$ cat config.mk
export PLATFORM = sky130hd
export DESIGN_NAME = graphics_pixel_writer_flat
export DESIGN_NICKNAME = d
export VERILOG_FILES = /design/src/rtl/graphics_pixel_writer.sv /design/src/rtl/graphics_pixel_writer_if.sv /design/src/flat_wrapper.sv
export SDC_FILE = /design/constraint.sdc
export NUM_CORES = 1
export LEC_CHECK = 0
export CORE_MARGIN = 1.5
export CORE_UTILIZATION = 51
export DETAILED_ROUTE_END_ITERATION = 8
export PLACE_DENSITY = 0.72
export SYNTH_ARGS = -nofsm -noshare
export SYNTH_HDL_FRONTEND = slang
export SYNTH_SLANG_ARGS = --single-unit
export TNS_END_PERCENT = 20
$ cat constraint.sdc
create_clock -name clk -period 5.49 [get_ports clk]
set_input_delay 1.098 -clock clk [delete_from_list [all_inputs] [get_ports clk]]
set_output_delay 1.098 -clock clk [all_outputs]
set_load 0.01 [all_outputs]
$ cat src/rtl/graphics_pixel_writer.sv
// Pixel writer: buffers pixel beats from the drawing primitives, drops
// off-screen pixels, and commits the rest to the frame buffer in order.

package graphics_pkg;
  localparam int COORD_DATA_WIDTH = 12;
  localparam int COLOR_WIDTH      = 12;
  localparam int PAD_WIDTH        = 4;
  localparam int ST_DATA_WIDTH    = PAD_WIDTH + 2 * COORD_DATA_WIDTH + COLOR_WIDTH;

  typedef logic signed [COORD_DATA_WIDTH-1:0] coord_t;
  typedef logic        [COLOR_WIDTH-1:0]      color_t;

  typedef struct packed {
    logic [PAD_WIDTH-1:0] pad;
    coord_t               x;
    coord_t               y;
    color_t               color;
  } pixel_t;
endpackage

module graphics_pixel_writer
  import graphics_pkg::*;
#(
  parameter int SCREEN_WIDTH  = 640,
  parameter int SCREEN_HEIGHT = 480,
  parameter int FB_BASE       = 0,
  parameter int FB_ADDR_WIDTH = 19,
  parameter int FIFO_DEPTH    = 4
) (
  input  logic                 clk,
  input  logic                 reset,
  graphics_st_if.slave         st,
  graphics_mm_if.master        mm,
  output logic                 idle,
  output logic [15:0]          clip_count
);

  localparam int PTR_W = $clog2(FIFO_DEPTH);
  localparam int CNT_W = PTR_W + 1;

  typedef logic [FB_ADDR_WIDTH-1:0] addr_t;

  // FIFO entry: the beat without its padding.
  typedef struct packed {
    coord_t x;
    coord_t y;
    color_t color;
  } entry_t;

  pixel_t in_pix;
  entry_t in_entry;
  logic   unused_pad;

  entry_t             fifo_mem [FIFO_DEPTH];
  logic [PTR_W-1:0]   wr_ptr;
  logic [PTR_W-1:0]   rd_ptr;
  logic [CNT_W-1:0]   count;
  logic [CNT_W-1:0]   count_next;
  logic               fifo_empty;
  logic               push;
  logic               pop;

  entry_t             head;
  logic               head_clip;
  addr_t              head_row;

  logic               s1_valid;
  logic               s1_clip;
  coord_t             s1_x;
  color_t             s1_color;
  addr_t              s1_row;

  logic               s1_advance;
  logic               s2_load;
  logic               s2_done;

  assign in_pix     = st.data;
  assign in_entry   = '{x: in_pix.x, y: in_pix.y, color: in_pix.color};
  assign unused_pad = ^in_pix.pad;

  // Handshake, pipeline-advance and S1 pre-computation from the FIFO head.
  always_comb begin
    // NOTE: every signal assigned in this block is given a value on every pass, so no latch can be inferred.
    fifo_empty = (count == '0);
    push       = st.valid && st.ready;
    s2_done    = mm.write && !mm.waitrequest;
    s1_advance = s1_valid && (s1_clip || !mm.write || s2_done);
    s2_load    = s1_advance && !s1_clip;
    pop        = !fifo_empty && (!s1_valid || s1_advance);
    count_next = count + CNT_W'(push) - CNT_W'(pop);

    head       = fifo_mem[rd_ptr];
    head_clip  = (int'(head.x) < 0) || (int'(head.x) >= SCREEN_WIDTH) ||
                 (int'(head.y) < 0) || (int'(head.y) >= SCREEN_HEIGHT);
    head_row   = addr_t'(head.y) * addr_t'(SCREEN_WIDTH);
  end

  // FIFO storage: written on accept only.
  always_ff @(posedge clk) begin
    // NOTE: storage is deliberately not reset; emptiness is tracked by count, so stale contents are never read.
    if (push) fifo_mem[wr_ptr] <= in_entry;
  end

  // FIFO control, S1/S2 pipeline registers, status flags.
  always_ff @(posedge clk or posedge reset) begin
    // NOTE: all sequential state uses non-blocking assignments so every register samples pre-edge values.
    if (reset) begin
      wr_ptr       <= '0;
      rd_ptr       <= '0;
      count        <= '0;
      st.ready     <= 1'b0;
      s1_valid     <= 1'b0;
      s1_clip      <= 1'b0;
      s1_x         <= '0;
      s1_color     <= '0;
      s1_row       <= '0;
      mm.write     <= 1'b0;
      mm.address   <= '0;
      mm.writedata <= '0;
      idle         <= 1'b1;
      clip_count   <= '0;
    end else begin
      if (push) wr_ptr <= wr_ptr + 1'b1;
      if (pop)  rd_ptr <= rd_ptr + 1'b1;
      count    <= count_next;
      st.ready <= (count_next < CNT_W'(FIFO_DEPTH));

      if (pop) begin
        s1_valid <= 1'b1;
        s1_clip  <= head_clip;
        s1_x     <= head.x;
        s1_color <= head.color;
        s1_row   <= head_row;
      end else if (s1_advance) begin
        s1_valid <= 1'b0;
      end

      if (s1_advance && s1_clip && (clip_count != 16'hFFFF))
        clip_count <= clip_count + 1'b1;

      // The write is held until the memory accepts it; a waiting S1 pixel
      // replaces it on the completing edge, keeping 1 write per clock.
      if (s2_load) begin
        mm.write     <= 1'b1;
        mm.address   <= addr_t'(FB_BASE) + s1_row + addr_t'(s1_x);
        mm.writedata <= s1_color;
      end else if (s2_done) begin
        mm.write     <= 1'b0;
      end

      idle <= fifo_empty && !s1_valid && !mm.write;
    end
  end

endmodule

$ cat src/rtl/graphics_pixel_writer_if.sv
// Stream and memory-bus interfaces for the graphics pixel writer.
// graphics_st_if carries pixel beats (Avalon-ST); graphics_mm_if is the
// frame-buffer write port (Avalon-MM write-only master).

interface graphics_st_if #(
  parameter int DATA_WIDTH = 40
);
  logic [DATA_WIDTH-1:0] data;
  logic                  valid;
  logic                  ready;

  modport master (output data, output valid, input ready);
  modport slave  (input data, input valid, output ready);
endinterface

interface graphics_mm_if #(
  parameter int ADDR_WIDTH = 19,
  parameter int DATA_WIDTH = 12
);
  logic [ADDR_WIDTH-1:0] address;
  logic [DATA_WIDTH-1:0] writedata;
  logic                  write;
  logic                  waitrequest;

  modport master (output address, output writedata, output write, input waitrequest);
  modport slave  (input address, input writedata, input write, output waitrequest);
endinterface

$ cat src/flat_wrapper.sv
// flat-port wrapper written by rule: the top's interface ports become plain ports
module graphics_pixel_writer_flat import graphics_pkg::*;
#(
  parameter int SCREEN_WIDTH  = 640,
  parameter int SCREEN_HEIGHT = 480,
  parameter int FB_BASE       = 0,
  parameter int FB_ADDR_WIDTH = 19,
  parameter int FIFO_DEPTH    = 4
)
  (clk, reset, idle, clip_count, st_data, st_valid, st_ready, mm_address, mm_writedata, mm_write, mm_waitrequest);
  graphics_st_if #(.DATA_WIDTH(ST_DATA_WIDTH)) st_i ();
  graphics_mm_if #(.ADDR_WIDTH((19)), .DATA_WIDTH(COLOR_WIDTH)) mm_i ();
  input  logic clk;
  input  logic reset;
  output logic idle;
  output logic [15:0] clip_count;
  input wire logic [$bits(st_i.data)-1:0] st_data;
  input wire logic [$bits(st_i.valid)-1:0] st_valid;
  output wire logic [$bits(st_i.ready)-1:0] st_ready;
  output wire logic [$bits(mm_i.address)-1:0] mm_address;
  output wire logic [$bits(mm_i.writedata)-1:0] mm_writedata;
  output wire logic [$bits(mm_i.write)-1:0] mm_write;
  input wire logic [$bits(mm_i.waitrequest)-1:0] mm_waitrequest;
  assign st_i.data = st_data;
  assign st_i.valid = st_valid;
  assign st_ready = st_i.ready;
  assign mm_address = mm_i.address;
  assign mm_writedata = mm_i.writedata;
  assign mm_write = mm_i.write;
  assign mm_i.waitrequest = mm_waitrequest;
  graphics_pixel_writer #(.SCREEN_WIDTH(SCREEN_WIDTH), .SCREEN_HEIGHT(SCREEN_HEIGHT), .FB_BASE(FB_BASE), .FB_ADDR_WIDTH(FB_ADDR_WIDTH), .FIFO_DEPTH(FIFO_DEPTH)) u_core (.clk(clk), .reset(reset), .st(st_i), .mm(mm_i), .idle(idle), .clip_count(clip_count));
endmodule
* After elaboration in Yosys (flattened, before gate mapping)
Memories as Yosys holds them, arrays and structs flattened. Cells that the tools add are included.
Storage, ports and cells: bits in registers 95, RAM bits 144, output and inout bits 50, word-level logic and storage cells 57, memories kept 1
Memory list:
- u_core.fifo_mem | words 4, width 36, read ports 1, clocked after Yosys merged registers in 0, wr ports 1, RTL line graphics_pixel_writer.sv:54 | entry_t fifo_mem [FIFO_DEPTH];
Operators by class: add/subtract/negate cells 6, multiply operators 1, $lt $le $gt $ge 5, equal/unequal tests 1, multiplexer cells 6, reduce and logical (&&, ||, !) cells 23
Operator list (count):
- $lt 12x1->1 const B | 2
- $add 19x19->19 | 1
- $mul 19x3->12 const B | 1
- $add 16x1->16 const B | 1
- $ne 16x16->1 const B | 1
- $ge 12x10->1 const B | 1
- $ge 12x11->1 const B | 1
- $logic_and 1x1->1 | 9
- $logic_or 1x1->1 | 6
- $mux 1 | 6
- $logic_not 1->1 | 5
- $add 2x1->2 const B | 2
- $reduce_bool 2->1 | 2
- $add 3x1->3 | 1
- $logic_not 3->1 | 1
- $lt 3x3->1 const B | 1
- $sub 3x1->3 | 1

* Longest topological paths before layout
Gate-level depths: netlist of run 1.
depth in word-level cells 8, gate-level depth with buffers 12, depth with buffers taken out 10

* Worst setup path before layout of run 1
OpenSTA, ideal clock, no wires.
path type register to register, start reg u_core.rd_ptr[0], end reg u_core.s1_row[17], arrival time 3.345 ns, required time 5.361 ns, setup slack 2.016 ns, cell stages (with the launch flop) 12, buffers on the path 3, clock period less this slack 3.474 ns, cell sequence dfrtp_1 -> buf_6 -> buf_2 -> buf_2 -> mux4_2 -> ha_1 -> ha_1 -> a21o_1 -> a21o_1 -> a2111oi_0 -> nor4_1 -> nand3b_1
On the way: word-level cells in the longest chain between the ends 2
Ends and longest elaborated chain:
- from (decl) | RTL line graphics_pixel_writer.sv:56 | logic [PTR_W-1:0] rd_ptr;
- from (signal assigned) | RTL line graphics_pixel_writer.sv:124 | if (pop) rd_ptr <= rd_ptr + 1'b1;
- $mem_v2 4x36
- $mul 19x3->12 | RTL line graphics_pixel_writer.sv:95 | head_row = addr_t'(head.y) * addr_t'(SCREEN_WIDTH);
- to (signal assigned) | RTL line graphics_pixel_writer.sv:133 | s1_row <= head_row;
- to (decl) | RTL line graphics_pixel_writer.sv:71 | addr_t s1_row;
Every way passes these cells. A chain may end at the register's enable or synchronous reset.

* Final worst setup path of run 1
start in mm_waitrequest, end reg u_core.st.ready
On the way: word-level cells in the longest chain between the ends 8
Ends and longest elaborated chain:
- from (decl) | RTL line flat_wrapper.sv:23 | input wire logic [$bits(mm_i.waitrequest)-1:0] mm_waitrequest;
- $logic_not 1->1 | RTL line graphics_pixel_writer.sv:86 | s2_done = mm.write && !mm.waitrequest;
- $logic_and 1x1->1 | RTL line graphics_pixel_writer.sv:86
- $logic_or 1x1->1 | RTL line graphics_pixel_writer.sv:87 | s1_advance = s1_valid && (s1_clip || !mm.write || s2_done);
- $logic_and 1x1->1 | RTL line graphics_pixel_writer.sv:87
- $logic_or 1x1->1 | RTL line graphics_pixel_writer.sv:89 | pop = !fifo_empty && (!s1_valid || s1_advance);
- $logic_and 1x1->1 | RTL line graphics_pixel_writer.sv:89
- $sub 3x1->3 | RTL line graphics_pixel_writer.sv:90 | count_next = count + CNT_W'(push) - CNT_W'(pop);
- via u_core.count_next[2] | RTL line graphics_pixel_writer.sv:58 | logic [CNT_W-1:0] count_next;
- $lt 3x3->1 | RTL line graphics_pixel_writer.sv:126 | st.ready <= (count_next < CNT_W'(FIFO_DEPTH));
- to (signal assigned) | RTL line graphics_pixel_writer.sv:126
- to (decl) | RTL line graphics_pixel_writer_if.sv:13 | modport slave (input data, input valid, output ready);
The timed path passes the listed nets, and every way through them passes these cells.

==> results of run 1 <==
## per-layer routing
layer | track usage | vias to the layer above | share of wire
met5 | 0 | - | 0
met4 | 0.0510 | 0 | 0.013
met3 | 0.0305 | 21 | 0.044
met2 | 0.310 | 154 | 0.47
met1 | 0.265 | 2824 | 0.47
li1 | - | 2739 | -
## synth_stat cells, types with 2 or more instances
cell type                   instances
sky130_fd_sc_hd__nand2_1          176
sky130_fd_sc_hd__edfxtp_1         144
sky130_fd_sc_hd__dfrtp_1           94
sky130_fd_sc_hd__ha_1              35
sky130_fd_sc_hd__mux4_2            34
sky130_fd_sc_hd__o21ai_1           17
sky130_fd_sc_hd__xnor2_1           17
sky130_fd_sc_hd__xor2_1            15
sky130_fd_sc_hd__a21oi_1           13
sky130_fd_sc_hd__clkbuf_1          13
sky130_fd_sc_hd__inv_1             13
sky130_fd_sc_hd__nor3_1             9
sky130_fd_sc_hd__nor2_1             8
sky130_fd_sc_hd__a21o_1             7
sky130_fd_sc_hd__nand2b_1           7
sky130_fd_sc_hd__nand3_1            7
sky130_fd_sc_hd__o21ai_0            7
sky130_fd_sc_hd__and3_1             6
sky130_fd_sc_hd__buf_2              6
sky130_fd_sc_hd__and4_1             4
sky130_fd_sc_hd__nand4_1            4
sky130_fd_sc_hd__nor3b_1            4
sky130_fd_sc_hd__o21a_1             4
sky130_fd_sc_hd__or3_1              4
sky130_fd_sc_hd__a2111oi_0          3
sky130_fd_sc_hd__a211o_1            3
sky130_fd_sc_hd__a211oi_1           3
sky130_fd_sc_hd__buf_6              3
sky130_fd_sc_hd__fa_1               3
sky130_fd_sc_hd__or4_1              3
sky130_fd_sc_hd__a31oi_1            2
sky130_fd_sc_hd__buf_1              2
sky130_fd_sc_hd__mux4_1             2
sky130_fd_sc_hd__nor2b_1            2
sky130_fd_sc_hd__nor4_1             2
sky130_fd_sc_hd__nor4b_1            2
sky130_fd_sc_hd__o211ai_1           2
## report_power, final
part           switching [W]  leakage, nW  total (W)  internal [W]
Clock               0.000654        0.405    0.00167       0.00102
Sequential          0.000304         2.46    0.00272       0.00241
Combinational        0.00160         1.89    0.00299       0.00139
## stage by stage
step | setup slack [ns] | hold slack [ns]
after floorplan | 1.92 | 0.416
after global placement | 1.44 | 0.440
after detailed placement | 1.36 | 0.455
after CTS | 1.89 | 0.465
after global routing | 1.66 | 0.483
final | 1.89 | 0.467
## cell usage in the layout (no fill, tap or decap), drive strengths merged, types with 5 or more instances in the layout
cell type / synthesis / final
nand2b: 7 / 7
and3: 6 / 6
a21oi: 13 / 13
nor2: 8 / 8
buf: 11 / 10
inv: 14 / 14
or3: 5 / 5
clkinv: 0 / 11
xor2: 15 / 15
nand3: 7 / 7
mux4: 36 / 36
clkbuf: 13 / 26
nand2: 176 / 176
a21o: 7 / 7
ha: 35 / 35
nor3: 10 / 10
edfxtp: 144 / 144
clkdlybuf4s50: 0 / 89
xnor2: 18 / 18
o21ai: 24 / 24
dfrtp: 94 / 94
## path summary, 6_finish.rpt
check / slack, ns / cells past startpoint / to / from
min in group asynchronous: 1.08 / 2 / u_core.clip_count[6] / reset
setup / recovery: 1.89 / 12 / u_core.st.ready / mm_waitrequest
max in group asynchronous: 3.35 / 3 / u_core.rd_ptr[0] / reset
setup reg to reg: 1.99 / 8 / u_core.s1_row[17] / u_core.rd_ptr[0]
hold / removal: 0.47 / 1 / u_core.idle / u_core.s1_valid
hold reg to reg: 0.47 / 1 / u_core.idle / u_core.s1_valid
## area by class of cell
cell class	count	area [µm²]
inverter	14	53.8
multi-input combinational	417	3110
timing repair buffer	99	966
clock buffer	26	629
tap	260	325
clock inverter	18	198
fill	1384	6970
sequential	239	6700
## state kept, by name, summed over array words and instances (netlist names), 2 cells and up
register / flops
u_core.mm.address: 19
u_core.s1_row: 12
u_core.count: 3
u_core.s1_x: 12
u_core.clip_count: 16
u_core.fifo_mem: 144
u_core.wr_ptr: 2
u_core.mm.writedata: 12
u_core.rd_ptr: 2
u_core.s1_color: 12
## kinds of logic (layout without fill, tap and decap cells)
| family | after synthesis | after routing | synth area share |
|---|---|---|---|
| adders and majority gates | 38 | 38 | 0.0499 |
| xor gates and xnor gates | 33 | 33 | 0.0297 |
| muxes | 37 | 37 | 0.0831 |
| buffers and inverters | 38 | 157 | 0.0173 |
| and+or+nand+nor | 244 | 244 | 0.108 |
| AOI/OAI and AO/OA | 65 | 65 | 0.0407 |
| DFF | 239 | 239 | 0.671 |
==> Implementation_results.wiki, run 1 <==
{| class="wikitable"
! Metric !! Value
|-
| Status || complete, no violations
|-
| Number of buffers inserted for hold repair after clock tree synthesis || 0
|-
| Final worst path period share || 0.656
|-
| Number of flops mapped to enable cells by yosys || between 100 and 150
|-
| Detailed-route wire length per cell || roughly 17 µm
|-
| Total buffers and inverters traversed by the critical path || 5
|-
| Resize count post-CTS || 0
|-
| Tightest slew margin relative to the limit || 0.410
|-
| Static Leak || approximately 4.8 nW
|-
| Pin count of the biggest net entering global routing || 53
|-
| Remaining antenna violation count after routing || 0
|-
| Transition time at the pin with the least slew margin || 0.883 ns
|-
| Number of buffers on the longest clock path || 3
|-
| Total I/O pin count || 94
|-
| Cell Chain, Critical Path || clkdlybuf4s50_1 -> nand4b_1 -> nand2_1 -> buf_4 -> inv_2 -> ha_1 -> inv_1 -> ha_1 -> fa_1 -> xnor2_1 -> xnor2_1 -> inv_1
|-
| Total DRC errors in the routed layout || 0
|-
| Overall routed net length || about 19000 µm
|-
| Via density per instance || 5.35
|-
| Cell count after placement || 1029
|-
| Setup TNS || 0 ns
|-
| Placement row count || 50
|-
| Ratio of cells with drive above 1 in the final layout || 0.114
|-
| Worst endpoint required time || 5.88 ns
|-
| Final setup skew || 0.0139 ns
|-
| Iteration count of the initial detailed-routing pass || 4
|-
| Synthesized net count || 776
|-
| Largest stage delay, worst path || around 0.51 ns
|-
| Number of antenna violations at the first check in global routing || 0
|-
| Number of nets at the end of the flow || 878
|-
| DP Area || roughly 11000 µm²
|-
| Non-filler cells in the finished layout || 1073
|-
| Synthesized area per cell || 14.4 µm²
|-
| GRT Residual Overflow || 0
|-
| Post-detail-place hpwl || 12000 µm
|-
| Unrepaired setup endpoints after global routing || no
|-
| Synthesis Warnings || 0
|-
| Clock slew seen by the registers of the worst setup and hold paths || about 0.06 ns
|-
| Routability congestion estimate || 0.841
|-
| Worst vdd ir || about 0.31 mV
|-
| Gate family responsible for the most delay along the worst path || buffers and inverters
|-
| Vias in the first global route || 5927
|-
| Initial Utilization || 0.527
|-
| TritonCTS clock tree || built
|-
| Util after Layout || 0.632
|-
| Count of final hold-check violations || 0
|-
| Clock Sinks || about 240
|-
| Part of the Yosys area used for sequential elements || 0.671
|-
| Yosys cell types || 51
|-
| Root buffer cell || sky130_fd_sc_hd__clkbuf_16
|-
| Flops & latches, synth || 239
|-
| Area growth, synth to finish || 20.0%
|-
| MaxCap Viol Count || 0
|-
| Post-CTS setup buffer count || 0
|-
| Library cell occupying the most area in the post-synthesis netlist || sky130_fd_sc_hd__edfxtp_1
|-
| TritonCTS buffer count || 25
|-
| Biggest area contributors in the synthesized netlist || sky130_fd_sc_hd__edfxtp_1 (43%), sky130_fd_sc_hd__dfrtp_1 (24%), sky130_fd_sc_hd__mux4_2 (7.7%), sky130_fd_sc_hd__nand2_1 (6.6%), sky130_fd_sc_hd__ha_1 (4.4%)
|-
| Proportion of netlist area held by the largest area contributor || 0.433
|-
| Max-slew violation count || 0
|-
| CP startpoint kind || input port
|-
| Die extent in x || 143 µm
|-
| Critical path's slowest cell || sky130_fd_sc_hd__clkdlybuf4s50_1
|-
| Fraction of registers with async set/reset || 0.397
|-
| Synth Flop Type || sky130_fd_sc_hd__edfxtp_1
|-
| Max Fanout on Critical Path || 48
|-
| Global-route wire length before repair || 30200 µm
|-
| Overall via count from detail_route || 5738
|-
| Shortest clock period the worst path allows after layout || approximately 3.6 ns
|-
| Start-to-end type of the worst setup path || in2reg
|-
| Power per unit of standard cell area || 616 nW/µm²
|-
| Area of the mapped netlist || 9990 µm²
|-
| Total GRT Usage || 0.189
|-
| Htree depth || 1
|-
| Number of buffers added on ports || between 80 and 90
|-
| Overall Power || approximately 0.0074 W
|-
| Cell area after layout || 12000 µm²
|-
| Floorplan die area || 20400 µm²
|-
| Number of inserted diodes || 0
|-
| Insertion delay to the later sink of the worst-skew pair || 0.51 ns
|-
| Path type of the worst min-delay path || reg2reg
|-
| Final Setup Violations || 0
|-
| Worst EP arrival || 4.00 ns
|-
| Vertical die dimension || 143 µm
|-
| Count of routing violations after the opening detailed-route iteration || 299
|-
| Kind of end point of the critical path || flop
|-
| Top achievable clock speed || 278 MHz
|-
| Number of cells produced by synthesis || 694
|-
| Area of the placeable core || between 15000 and 20000 µm²
|}
Note: power is estimated with default switching activity, not from simulation.
==> run 2, diff against run 1 <==
Clock period 5.49 ns to 3.35 ns, I/O delays scaled along.
==> Implementation_results.wiki, run 2 (synthesis results as in run 1) <==
{| class="wikitable"
! Metric !! Value
|-
| Setup slack on the worst flop-to-flop path || 0.24 ns (-1.75 ns)
|-
| Clock Sinks || 239 (unchanged)
|-
| Ratio of cells with drive above 1 in the final layout || 0.119 (+0.00498)
|-
| Shortest clock period the worst path allows after layout || around 3.1 ns
|-
| Initial Utilization || 0.527 (unchanged)
|-
| Overall Power || 0.0125 W (+70%)
|-
| Routability congestion estimate || 0.831 (-1.2%)
|-
| Static Leak || 4.85 nW (+1.9%)
|-
| Worst vdd ir || 0.445 mV (+42%)
|-
| Share of power burned in combinational logic || 0.399 (-0.006)
|-
| Unrepaired setup endpoints after global routing || no
|-
| Remaining antenna violation count after routing || 0 (unchanged)
|-
| Iteration count of the initial detailed-routing pass || 5 (+1)
|-
| Vias in the first global route || 6056 (+2.2%)
|-
| Root buffer cell || sky130_fd_sc_hd__clkbuf_16
|-
| Number of buffers inserted for hold repair after clock tree synthesis || 0 (unchanged)
|-
| Largest Register || u_core.fifo_mem
|-
| Cell Chain, Critical Path || mux4_2 -> ha_1 -> ha_1 -> a21o_1 -> a21o_1 -> a2111oi_1 -> nor4_1 -> nand3b_1
|-
| Via density per instance || 5.42 (+1.3%)
|-
| TritonCTS clock tree || built
|-
| Worst r2r dst || u_core.s1_row[17]
|-
| Top achievable clock speed || ~320 MHz
|-
| Switching part of the total || 0.337 (-0.00906)
|-
| Placement row count || 50 (unchanged)
|-
| Largest registers || u_core.fifo_mem x144, u_core.mm.address x19, u_core.clip_count x16
|-
| Cell area after layout || 12200 µm² (+1.5%)
|-
| Insertion delay to the later sink of the worst-skew pair || 0.53 ns (+0.02 ns)
|-
| Power per unit of standard cell area || 1030 nW/µm² (+67%)
|-
| Vertical die dimension || 143 µm (unchanged)
|-
| Total buffers and inverters traversed by the critical path || 0 (-5)
|-
| Kind of end point of the critical path || flop
|-
| Transition time at the pin with the least slew margin || 0.697 ns (-0.187 ns)
|-
| Seq pwr share || 0.354 (-0.014)
|-
| TritonCTS buffer count || 25 (unchanged)
|-
| Setup TNS || 0 ns (unchanged)
|-
| Gate family responsible for the most delay along the worst path || compound AO/OA/AOI/OAI gates
|-
| Total I/O pin count || 94 (unchanged)
|-
| Non-filler cells in the finished layout || 1081 (+0.75%)
|-
| Die extent in x || 143 µm (unchanged)
|-
| P_int || 0.00829 W (+72%)
|-
| Origin of the worst setup path || u_core.rd_ptr[1]
|-
| Total GRT Usage || 0.194 (+0.00499)
|-
| Total DRC errors in the routed layout || 0 (unchanged)
|-
| Worst Min Path Start || u_core.s1_valid
|-
| Post-CTS setup buffer count || 0 (unchanged)
|-
| Htree depth || 1 (unchanged)
|-
| Path type of the worst min-delay path || reg2reg
|-
| Max reg flops || 144 (unchanged)
|-
| Clock share of power || 0.247 (+0.020)
|-
| Endpoint of the worst hold path || u_core.idle
|-
| Number of buffers on the longest clock path || 3 (unchanged)
|-
| MaxCap Viol Count || 0 (unchanged)
|-
| Startpoint of the lowest-slack register-to-register path || u_core.rd_ptr[1]
|-
| Resize count post-CTS || 0 (unchanged)
|-
| Final Setup Violations || 0 (unchanged)
|-
| Overall routed net length || 19000 µm (+2.2%)
|-
| Area growth, synth to finish || 21.9%
|-
| Final setup skew || 0.0137 ns (-0.000221 ns)
|-
| Count of final hold-check violations || 0 (unchanged)
|-
| Cell count after placement || 1035 (+0.58%)
|-
| Count of routing violations after the opening detailed-route iteration || 439 (+47%)
|-
| Number of nets at the end of the flow || 884 (+0.68%)
|-
| Clock slew seen by the registers of the worst setup and hold paths || 0.06 ns (about the same)
|-
| Commonest non-fill, non-tap cell in the layout || sky130_fd_sc_hd__nand2_1
|-
| Critical path's slowest cell || sky130_fd_sc_hd__dfrtp_1
|-
| Filler cells || 1351 (-2.4%)
|-
| Hold-critical path depth || 1 (unchanged)
|-
| Area of the placeable core || 19000 µm² (unchanged)
|-
| Tightest slew margin relative to the limit || 0.535 (+0.125)
|-
| Floorplan die area || 20400 µm² (unchanged)
|-
| Worst endpoint required time || 3.74 ns (-2.14 ns)
|-
| Status || complete, no violations
|-
| Worst EP arrival || 3.51 ns (-0.49 ns)
|-
| Overall via count from detail_route || 5858 (+2.1%)
|-
| Global-route wire length before repair || 31000 µm (+2.8%)
|-
| DP Area || 11200 µm² (+0.64%)
|-
| Most frequent cells in the layout || sky130_fd_sc_hd__nand2_1 (176), sky130_fd_sc_hd__edfxtp_1 (144), sky130_fd_sc_hd__dfrtp_1 (93)
|-
| Largest stage delay, worst path || 0.71 ns (+0.20 ns)
|-
| Number of antenna violations at the first check in global routing || 0 (unchanged)
|-
| GRT Residual Overflow || 0 (unchanged)
|-
| Max Fanout on Critical Path || 11 (-77%)
|-
| Worst Reg-to-Reg Cells || 8 (unchanged)
|-
| Number of inserted diodes || 0 (unchanged)
|-
| Number of buffers added on ports || 89 (unchanged)
|-
| CP startpoint kind || flop
|-
| Pin count of the biggest net entering global routing || 58 (+9.4%)
|-
| Post-detail-place hpwl || 12300 µm (+3.1%)
|-
| Final worst path period share || 0.929
|-
| Detailed-route wire length per cell || 17.5 µm (+1.4%)
|-
| Start-to-end type of the worst setup path || reg2reg
|-
| Net load switching power || 0.00422 W (+65%)
|-
| Max-slew violation count || 0 (unchanged)
|}
[run 2: cell count changes in the layout (fill, tap and decap cells not counted), moves of 2 or more]
cell,delta
sky130_fd_sc_hd__buf_12,+2
sky130_fd_sc_hd__clkinv_2,-2
sky130_fd_sc_hd__clkinv_1,+2
sky130_fd_sc_hd__bufinv_16,+4
sky130_fd_sc_hd__buf_4,+4
[run 2: worst reg2reg max path, stage by stage, from the launching register on]
cell and delay (ns):
sky130_fd_sc_hd__dfrtp_1 0.71, sky130_fd_sc_hd__mux4_2 0.45, sky130_fd_sc_hd__ha_1 0.37, sky130_fd_sc_hd__ha_1 0.32
sky130_fd_sc_hd__a21o_1 0.16, sky130_fd_sc_hd__a21o_1 0.21, sky130_fd_sc_hd__a2111oi_1 0.48, sky130_fd_sc_hd__nor4_1 0.11
sky130_fd_sc_hd__nand3b_1 0.17
[run 2: area by class of cell]
cell class / count / area, µm² / share of cell area
tap: 260 / 325 / 0.0267
timing repair buffer: 105 / 1040 / 0.0851
inverter: 14 / 53.8 / 0.00442
multi-input combinational: 417 / 3110 / 0.256
clock inverter: 19 / 305 / 0.0251
sequential: 239 / 6700 / 0.551
clock buffer: 27 / 633 / 0.0520
[run 2: power by group through the flow]
stage          sequential, W  clock [W]  combinational (W)
6_report             0.00443    0.00310            0.00499
5_1_grt              0.00451    0.00327            0.00559
4_1_cts              0.00443    0.00316            0.00503
3_5_place_dp         0.00447          0            0.00496
3_3_place_gp         0.00442          0            0.00477
2_1_floorplan        0.00443          0            0.00348
[run 2: metrics by stage]
stage / hold slack, ns / setup slack, ns / utilization
after CTS: 0.459 / 0.233 / 0.642
after global placement: 0.440 / 0.330 / 0.593
after floorplan: 0.416 / 0.0585 / -
after global routing: 0.485 / 0.103 / 0.642
final: 0.461 / 0.239 / 0.642
after detailed placement: 0.451 / 0.291 / 0.593
[run 2: per-layer routing]
metal / share of wire / track usage / up-vias
li1: - / - / 2753
met1: 0.46 / 0.281 / 2903
met2: 0.47 / 0.315 / 175
met3: 0.053 / 0.0272 / 27
met4: 0.014 / 0.0477 / 0
met5: 0 / 0 / -
[run 2: worst max-delay path by stage]
stage | depth (start not counted) | endpoint | slack, ns
3_5_place_dp | 8 | u_core.s1_row[17] | 0.29
5_1_grt | 8 | u_core.s1_row[17] | 0.10
3_3_place_gp | 8 | u_core.s1_row[17] | 0.33
2_1_floorplan | 11 | u_core.s1_row[17] | 0.06
6_report | 8 | u_core.s1_row[17] | 0.24
4_1_cts | 8 | u_core.s1_row[17] | 0.23
==> run 3, diff against run 2 <==
Settings changed: CORE_UTILIZATION 51 to 45, PLACE_DENSITY 0.72 to 0.65.
==> Implementation_results.wiki, run 3 (synthesis results as in run 1) <==
{| class="wikitable"
! Metric !! Value
|-
| GRT Residual Overflow || 0 (unchanged)
|-
| Unrepaired setup endpoints after global routing || no
|-
| Shortest clock period the worst path allows after layout || 3.13 ns (+0.0232 ns)
|-
| Vertical die dimension || 152 µm (+6.3%)
|-
| Via density per instance || 5.26 (-2.9%)
|-
| Status || complete, no violations
|-
| Placement row count || 54 (+8.0%)
|-
| Final worst path period share || 0.936 (+0.00692)
|-
| M2 GR Usage || 0.259 (-0.0551)
|-
| Htree depth || 1 (unchanged)
|-
| Final Setup Violations || 0 (unchanged)
|-
| Die extent in x || 152 µm (+6.3%)
|-
| Filler cells || 1743 (+29%)
|-
| Initial Utilization || 0.458 (-0.0692)
|-
| Startpoint of the lowest-slack register-to-register path || u_core.rd_ptr[0]
|-
| Max Fanout on Critical Path || 9 (-2)
|-
| Vias in the first global route || 5953 (-1.7%)
|-
| Cell Chain, Critical Path || mux4_2 -> ha_1 -> ha_1 -> a21o_1 -> a21o_1 -> a2111oi_1 -> nor4_1 -> nand3b_1
|-
| Post-CTS setup buffer count || 0 (unchanged)
|-
| Max-slew violation count || 0 (unchanged)
|-
| Power per unit of standard cell area || 994 nW/µm² (-3.3%)
|-
| Detailed-route wire length per cell || 16.8 µm (-4.1%)
|-
| Hold slack final || 0.450 ns (-0.0113 ns)
|-
| Routability congestion estimate || 0.779 (-6.2%)
|-
| Largest Register || u_core.fifo_mem
|-
| Worst vdd ir || 0.409 mV (-8.1%)
|-
| Worst EP arrival || 3.53 ns (+0.02 ns)
|-
| Number of inserted diodes || 0 (unchanged)
|-
| TritonCTS clock tree || built
|-
| Number of buffers added on ports || 89 (unchanged)
|-
| Worst Min Path Start || u_core.s1_valid
|-
| Remaining antenna violation count after routing || 0 (unchanged)
|-
| Max reg flops || 144 (unchanged)
|-
| Worst endpoint required time || 3.74 ns (about the same)
|-
| Insertion delay to the later sink of the worst-skew pair || 0.53 ns (about the same)
|-
| Area growth, synth to finish || 20.3%
|-
| Root buffer cell || sky130_fd_sc_hd__clkbuf_16
|-
| Total I/O pin count || 94 (unchanged)
|-
| Gate family responsible for the most delay along the worst path || compound AO/OA/AOI/OAI gates
|-
| Cell area after layout || 12000 µm² (-1.3%)
|-
| Register area || 6700 µm² (unchanged)
|-
| Setup TNS || 0 ns (unchanged)
|-
| Clock Sinks || 239 (unchanged)
|-
| Number of buffers on the longest clock path || 3 (unchanged)
|-
| DP Area || 11200 µm² (about the same)
|-
| Overall routed net length || 18500 µm (-2.4%)
|-
| Final setup skew || 0.0113 ns (-0.00243 ns)
|-
| Clock slew seen by the registers of the worst setup and hold paths || 0.06 ns (about the same)
|-
| Post-detail-place hpwl || 12700 µm (+2.6%)
|-
| Met1 usage in global routing || 0.230 (-0.0512)
|-
| Commonest non-fill, non-tap cell in the layout || sky130_fd_sc_hd__nand2_1
|-
| Count of final hold-check violations || 0 (unchanged)
|-
| Top achievable clock speed || 319 MHz (-0.74%)
|-
| Static Leak || 4.75 nW (-2.0%)
|-
| Origin of the worst setup path || u_core.rd_ptr[0]
|-
| Kind of end point of the critical path || flop
|-
| GR peak layer || met2
|-
| Floorplan die area || 23100 µm² (+13%)
|-
| Area of the placeable core || 21800 µm² (+15%)
|-
| Combined area of the multi-input logic cells || 3110 µm² (unchanged)
|-
| Ratio of cells with drive above 1 in the final layout || 0.113 (-0.00609)
|-
| Path type of the worst min-delay path || reg2reg
|-
| Critical path's slowest cell || sky130_fd_sc_hd__mux4_2
|-
| Total GRT Usage || 0.161 (-0.0327)
|-
| Largest registers || u_core.fifo_mem x144, u_core.mm.address x19, u_core.clip_count x16
|-
| Global-route wire length before repair || 30400 µm (-2.0%)
|-
| Overall via count from detail_route || 5793 (-1.1%)
|-
| Number of antenna violations at the first check in global routing || 0 (unchanged)
|-
| Total buffers and inverters traversed by the critical path || 0 (unchanged)
|-
| Pin count of the biggest net entering global routing || 48 (-17%)
|-
| Most frequent cells in the layout || sky130_fd_sc_hd__nand2_1 (176), sky130_fd_sc_hd__edfxtp_1 (144), sky130_fd_sc_hd__dfrtp_1 (93)
|-
| Number of nets at the end of the flow || 884 (unchanged)
|-
| Number of buffers inserted for hold repair after clock tree synthesis || 0 (unchanged)
|-
| Largest stage delay, worst path || 0.58 ns (-0.13 ns)
|-
| Start-to-end type of the worst setup path || reg2reg
|-
| Iteration count of the initial detailed-routing pass || 5 (unchanged)
|-
| Count of routing violations after the opening detailed-route iteration || 371 (-15%)
|-
| Total DRC errors in the routed layout || 0 (unchanged)
|-
| CP startpoint kind || flop
|-
| TritonCTS buffer count || 25 (unchanged)
|-
| MaxCap Viol Count || 0 (unchanged)
|-
| Resize count post-CTS || 0 (unchanged)
|-
| M3 GR Usage || 0.0248 (-0.00235)
|-
| Transition time at the pin with the least slew margin || 0.587 ns (-0.110 ns)
|-
| Tightest slew margin relative to the limit || 0.598 (+0.0634)
|}
run 3: cell types whose count changed in the layout (fill, tap and decap cells not counted):
cell,change
sky130_fd_sc_hd__clkbuf_8,+2
sky130_fd_sc_hd__clkbuf_1,+8
sky130_fd_sc_hd__buf_4,+2
sky130_fd_sc_hd__clkinv_1,-3
sky130_fd_sc_hd__clkinvlp_4,+2
sky130_fd_sc_hd__inv_6,+1
sky130_fd_sc_hd__buf_12,-2
sky130_fd_sc_hd__inv_4,+1
sky130_fd_sc_hd__clkinv_2,-5
sky130_fd_sc_hd__bufinv_16,-7
sky130_fd_sc_hd__clkinvlp_2,+1
run 3: stage by stage:
| stage | utilization | setup WS (ns) | instances | power (W) |
|---|---|---|---|---|
| 2_1_floorplan | - | 0.0585 | 694 | 0.00790 |
| 3_3_place_gp | 0.515 | 0.353 | 1055 | 0.00919 |
| 3_5_place_dp | 0.515 | 0.223 | 1055 | 0.00943 |
| 4_1_cts | 0.551 | 0.206 | 1101 | 0.0121 |
| 5_1_grt | 0.551 | 0.0854 | 1101 | 0.0128 |
| 6_report | 0.551 | 0.215 | 1101 | 0.0119 |
run 3: final timing paths:
kind,cells past startpoint,endpoint,slack [ns]
setup / recovery,8,u_core.s1_row[17],0.22
min in group asynchronous,2,u_core.clip_count[9],0.55
max in group asynchronous,3,u_core.idle,2.04
hold reg to reg,1,u_core.idle,0.45
setup reg to reg,8,u_core.s1_row[17],0.22
hold / removal,1,u_core.idle,0.45
run 3: where the power goes:
group / switching, W / internal, W / leakage, nW
Clock: 0.00108 / 0.00152 / 0.369
Combinational: 0.00263 / 0.00231 / 1.92
Sequential: 0.000446 / 0.00396 / 2.46
run 3: worst reg2reg max path, cell delays in order, from the launching register on:
cell,delay (ns)
sky130_fd_sc_hd__dfrtp_2,0.51
sky130_fd_sc_hd__mux4_2,0.58
sky130_fd_sc_hd__ha_1,0.36
sky130_fd_sc_hd__ha_1,0.31
sky130_fd_sc_hd__a21o_1,0.17
sky130_fd_sc_hd__a21o_1,0.22
sky130_fd_sc_hd__a2111oi_1,0.55
sky130_fd_sc_hd__nor4_1,0.11
sky130_fd_sc_hd__nand3b_1,0.19
run 3: routing by layer:
layer  vias to the layer above  part of all wire
li1                       2744                 -
met1                      2881              0.46
met2                       136              0.47
met3                        32             0.049
met4                         0             0.022
met5                         -                 0
run 3: area by class of cell:
class | count | share of cell area
well taps | 280 | 0.0292
flip-flops and latches | 239 | 0.558
multi-input cells | 417 | 0.259
repair buffers | 105 | 0.0841
inverters | 14 | 0.00458
clock inverters | 9 | 0.00771
clock buffers | 37 | 0.0575
==> RTL edit 1, RTL diff (settings of run 1) <==
`FB_ADDR_WIDTH` is set to 19 in 2 places; all go to 17.
--- a/src/rtl/graphics_pixel_writer.sv
+++ b/src/rtl/graphics_pixel_writer.sv
@@ -24,7 +24,7 @@
   parameter int SCREEN_WIDTH  = 640,
   parameter int SCREEN_HEIGHT = 480,
   parameter int FB_BASE       = 0,
-  parameter int FB_ADDR_WIDTH = 19,
+  parameter int FB_ADDR_WIDTH = 17,
   parameter int FIFO_DEPTH    = 4
 ) (
   input  logic                 clk,
--- a/src/flat_wrapper.sv
+++ b/src/flat_wrapper.sv
@@ -4,7 +4,7 @@
   parameter int SCREEN_WIDTH  = 640,
   parameter int SCREEN_HEIGHT = 480,
   parameter int FB_BASE       = 0,
-  parameter int FB_ADDR_WIDTH = 19,
+  parameter int FB_ADDR_WIDTH = 17,
   parameter int FIFO_DEPTH    = 4
 )
   (clk, reset, idle, clip_count, st_data, st_valid, st_ready, mm_address, mm_writedata, mm_write, mm_waitrequest);
Function: changed (Yosys sat finds a counterexample within 10 cycles, from zero or initial values and one cycle with reset high).
==> RTL edit 1 against run 1 <==
  * Global-route usage is 0.46 points lower
  * Design area decreased by 4.0%
  * Power decreased by 9.6%
  * Critical path depth shrank 2
  * Synthesized area is 4.0% lower
  * Routed wire length shrank 6.8%
  * Worst setup slack got worse by 0.016 ns
  * Sequential cell count is 3 lower
  * Largest cell class unchanged
==> RTL edit 1: results (changes against run 1) <==
* Status: complete, no violations
* Max incr delay on CP at 0.96 ns (+0.45 ns)
* Ys async rst share at 0.3898 (-0.007659)
* VDD IR max at 0.2979 mV (-4.7%)
* Avg Inst Size Synth at 15.92 sq um (+11%)
* Placer Congestion at 0.8186 (-2.6%)
* Syn nets at 679 (-13%)
* First-pass GRT wire length at 28,620 um (-5.2%)
* Final WL at 17,300 um (-6.8%)
* Leak Pwr at 0.004429 uW (-7.0%)
* Critical path fanouts, max at 29 (-40%)
* Synth cell count leaders: 144 x edfxtp_1, 95 x nand2_1, 91 x dfrtp_1
* Netlist cell types at 49 (-3.9%)
* Share of cells above drive strength 1 at 0.1623 (+0.04788)
* Minimum hold slack at 0.4602 ns (-0.007130 ns)
* Top flop regs: u_core.fifo_mem: 144 flops, u_core.mm.address: 18 flops, u_core.clip_count: 16 flops
* Hold Crit Start: u_core.s1_x[4]
* HPWL after detailed placement at 10,770 um (-10%)
* DR iter-0 viols at 363 (+21%)
* Sw Ratio at 0.3164 (-0.02981)
* Largest net degree at the start of global routing at 57 (+7.5%)
* # port buffers at 88 (-1.1%)
* Overall routing resource usage at 0.1846 (-0.004558)
* Clock skew at 0.006227 ns (-0.007685 ns)
* CTS buffer count at 24 (-4.0%)
* Avg WL per Cell at 18.21 um (+5.2%)
RTL edit 1: cell types whose count changed after synthesis, moves of 4 or more:
cell,run 1,this run
nor3_1,9,13
o21ai_1,17,1
inv_1,13,17
xor2_1,15,8
nand2_1,176,95
mux2_2,0,27
ha_1,35,30
o21ai_0,7,13
nand2b_1,7,2
clkbuf_1,13,9
a21oi_1,13,17
xnor2_1,17,23
RTL edit 1: kinds of logic (layout without fill, tap and decap cells):
group,Yosys count,after routing,share of synthesized area
and+or+nand+nor,151,151,0.07246
DFF,236,236,0.6916
other,1,1,0.0003913
adders and majority gates,33,33,0.04544
muxes,62,62,0.1127
xor gates and xnor gates,31,31,0.02833
AOI/OAI and AO/OA,51,51,0.03251
buffers and inverters,37,156,0.01658
RTL edit 1: final timing paths:
kind                                               end  slack (ns)  cells past startpoint
worst max-delay path                 u_core.s1_row[16]        1.87                     10
worst min-delay path              u_core.mm.address[4]        0.46                      2
worst max register to register       u_core.s1_row[16]        1.87                     10
worst min register to register    u_core.mm.address[4]        0.46                      2
max in group asynchronous                  u_core.idle        3.45                      3
min in group asynchronous       u_core.mm.writedata[2]        1.06                      2
RTL edit 1: area by class of cell:
type	instances	area share
Timing Repair Buffer	94	0.08042
Clock buffer	36	0.06401
Multi-Input combinational cell	329	0.2436
Inverter	18	0.006086
Clock inverter	8	0.005216
Tap cell	229	0.02489
Sequential cell	236	0.5757
RTL edit 1: power by group through the flow:
stage               clock (uW)  combinational, uW  sequential (uW)
floorplan                    0               1720             2630
global placement             0               2280             2720
detailed placement           0               2360             2740
CTS                       1630               2400             2710
global route              1700               2650             2760
finish                    1590               2380             2700
RTL edit 1: per-stage QoR:
step	area [sq um]	power [uW]	worst slack, ns
after floorplan	9583	4351	2.002
after global placement	10720	4998	1.908
after detailed placement	10720	5102	1.850
after CTS	11510	6740	1.818
after global routing	11510	7118	1.599
final	11510	6673	1.871
RTL edit 1: per-layer routing:
| metal | track usage | vias to the layer above | part of all wire |
|---|---|---|---|
| met5 | 0 | - | 0 |
| met4 | 0.05042 | 0 | 0.018 |
| met3 | 0.03111 | 27 | 0.050 |
| met2 | 0.3174 | 139 | 0.50 |
| met1 | 0.2461 | 2600 | 0.43 |
| li1 | - | 2430 | - |
RTL edit 1: worst max-delay path, delay by kind of cell (launching register included):
family | cells | cell delay [ns]
AOI/OAI and AO/OA | 5 | 0.80
xor gates and xnor gates | 1 | 0.14
adders and majority gates | 3 | 0.96
DFF | 1 | 0.96
muxes | 1 | 0.62
==> RTL edit 2, RTL diff (config.mk and constraints of run 1) <==
Without the edit above. Register the output `clip_count` once more, cleared by the reset; this adds one clock of latency there. The other outputs are not delayed to match.
--- a/src/rtl/graphics_pixel_writer.sv
+++ b/src/rtl/graphics_pixel_writer.sv
@@ -46,6 +46,8 @@
     coord_t y;
     color_t color;
   } entry_t;
+
+  logic [15:0] clip_count_s0;
 
   pixel_t in_pix;
   entry_t in_entry;
@@ -118,7 +120,7 @@
       mm.address   <= '0;
       mm.writedata <= '0;
       idle         <= 1'b1;
-      clip_count   <= '0;
+      clip_count_s0 <= '0;
     end else begin
       if (push) wr_ptr <= wr_ptr + 1'b1;
       if (pop)  rd_ptr <= rd_ptr + 1'b1;
@@ -135,8 +137,8 @@
         s1_valid <= 1'b0;
       end
 
-      if (s1_advance && s1_clip && (clip_count != 16'hFFFF))
-        clip_count <= clip_count + 1'b1;
+      if (s1_advance && s1_clip && (clip_count_s0 != 16'hFFFF))
+        clip_count_s0 <= clip_count_s0 + 1'b1;
 
       // The write is held until the memory accepts it; a waiting S1 pixel
       // replaces it on the completing edge, keeping 1 write per clock.
@@ -152,5 +154,13 @@
     end
   end
 
+  always_ff @(posedge clk or posedge reset) begin
+    if (reset) begin
+      clip_count <= '0;
+    end else begin
+      clip_count <= clip_count_s0;
+    end
+  end
+
 endmodule
 
Check against the original RTL: not equivalent (Yosys sat finds a counterexample within 10 cycles, from zero or initial values and one cycle with reset high).
==> RTL edit 2 against run 1 <==
  * Hold slack lost 0.038 ns
  * Design area grew 3.6%
  * Critical path depth is the same
  * Non-clock buffer count shrank 1
  * Routed wire length grew 1.3%
  * Combinational power shrank 1%
  * First-iteration DRC count grew 18%
  * Sequential share of layout area grew 1.3 points
  * Sequential cell count grew 16
  * Worst setup slack gained 0.19 ns
  * Core utilization shrank 1.7 points
  * Synthesized area grew 4.5%
  * Power grew 1.2%
==> RTL edit 2: results (changes against run 1) <==
* Dpl cells at 1,066 (+3.6%)
* Post-synthesis compound-gate area fraction at 0.04134 (+0.0006255)
* Placer Congestion at 0.8972 (+6.7%)
* Top flop regs: u_core.fifo_mem: 144 flops, u_core.mm.address: 19 flops
* Final WL at 18,810 um (+1.3%)
* First-pass GRT wire length at 31,220 um (+3.4%)
* Worst skew pair latency at 0.53 ns (+0.02 ns)
* Seq/Total Area, Yosys at 0.6803 (+0.009153)
* Syn nets at 803 (+3.5%)
* Top-area cell type share of the netlist area at 0.4141 (-0.01883)
* Top post-synthesis cells by area: edfxtp_1 41%, dfrtp_1 26%, mux4_2 7.5%
* Synthesized instance count at 721 (+3.9%)
* Least-Margin Pin Slew at 1.181 ns (+0.2980 ns)
* Avg WL per Cell at 16.90 um (-2.3%)
* GRT met2 Usage at 0.2988 (-0.01164)
* VDD IR max at 0.2854 mV (-8.7%)
* Largest net degree at the start of global routing at 72 (+36%)
* Met3 wire len at 950 um (+15%)
* # port buffers at 89 (unchanged)
* Leak Pwr at 0.004939 uW (+3.7%)
* Overall routing resource usage at 0.1824 (-0.006733)
* Initial antenna violation count at 0 (unchanged)
* Netlist cell types at 57 (+12%)
* DR WL met2 at 8884 um (+1.0%)
* Mux cell area share after synthesis at 0.07909 (-0.003973)
* Share of cells above drive strength 1 at 0.1045 (-0.009878)
* XOR/XNOR Fraction of Synth Area at 0.02421 (-0.005486)
* Vias per cell at 5.347 (about the same)
* Synth cell count leaders: 176 x nand2_1, 144 x edfxtp_1, 110 x dfrtp_1
* Ys async rst share at 0.4353 (+0.03780)
* Status: complete, no violations
* Filler cell count at 1,512 (+9.2%)
* Drt first pass iters at 5 (+1)
* HPWL after detailed placement at 12,360 um (+3.3%)
* DR iter-0 viols at 352 (+18%)
* Clock skew at 0.007661 ns (-0.006251 ns)
* GRT met1 Usage at 0.2527 (-0.01218)
-- RTL edit 2: final cells by class --
class,count,share of cell area
inverters,13,0.004735
diodes,1,0.0002015
multi-input cells,430,0.2552
clock inverters,18,0.01219
repair buffers,98,0.07717
clock buffers,28,0.05128
well taps,270,0.02720
flip-flops and latches,255,0.5720
-- RTL edit 2: power breakdown --
group          switching, uW  total [uW]  internal (uW)  leakage [uW]
sequential               330        2890           2560       0.00267
combinational           1560        2950           1390       0.00189
clock                    699        1630            932      0.000373
-- RTL edit 2: path summary, 6_finish.rpt --
path	slack (ns)	start	cells after the start	endpoint
worst max-delay path	2.08	mm_waitrequest	12	u_core.st.ready
worst min-delay path	0.43	u_core.clip_count_s0[14]	0	u_core.clip_count[14]
worst max register to register	2.13	u_core.rd_ptr[0]	8	u_core.s1_row[17]
worst min register to register	0.43	u_core.clip_count_s0[14]	0	u_core.clip_count[14]
max in group asynchronous	3.34	reset	3	u_core.idle
min in group asynchronous	1.10	reset	2	u_core.mm.writedata[3]
-- RTL edit 2: through the flow --
step                instance area, sq um  setup WS (ns)    util  hold slack (ns)  power, uW
CTS                                12420          2.068  0.6156           0.4326       7546
floorplan                          10440          1.463       -           0.3810       4984
global placement                   11630          1.635  0.5766           0.3960       5737
global route                       12420          1.895  0.6156           0.4481       8016
detailed placement                 11630          1.524  0.5766           0.4191       5870
finish                             12420          2.082  0.6158           0.4294       7470
-- RTL edit 2: critical path, stage by stage --
cell	delay [ns]
clkdlybuf4s50_1	0.53
nand4b_1	0.14
nand2_1	0.09
buf_4	0.43
inv_8	0.17
ha_1	0.32
inv_1	0.04
ha_1	0.18
fa_1	0.38
xnor2_1	0.19
xnor2_1	0.17
inv_1	0.07
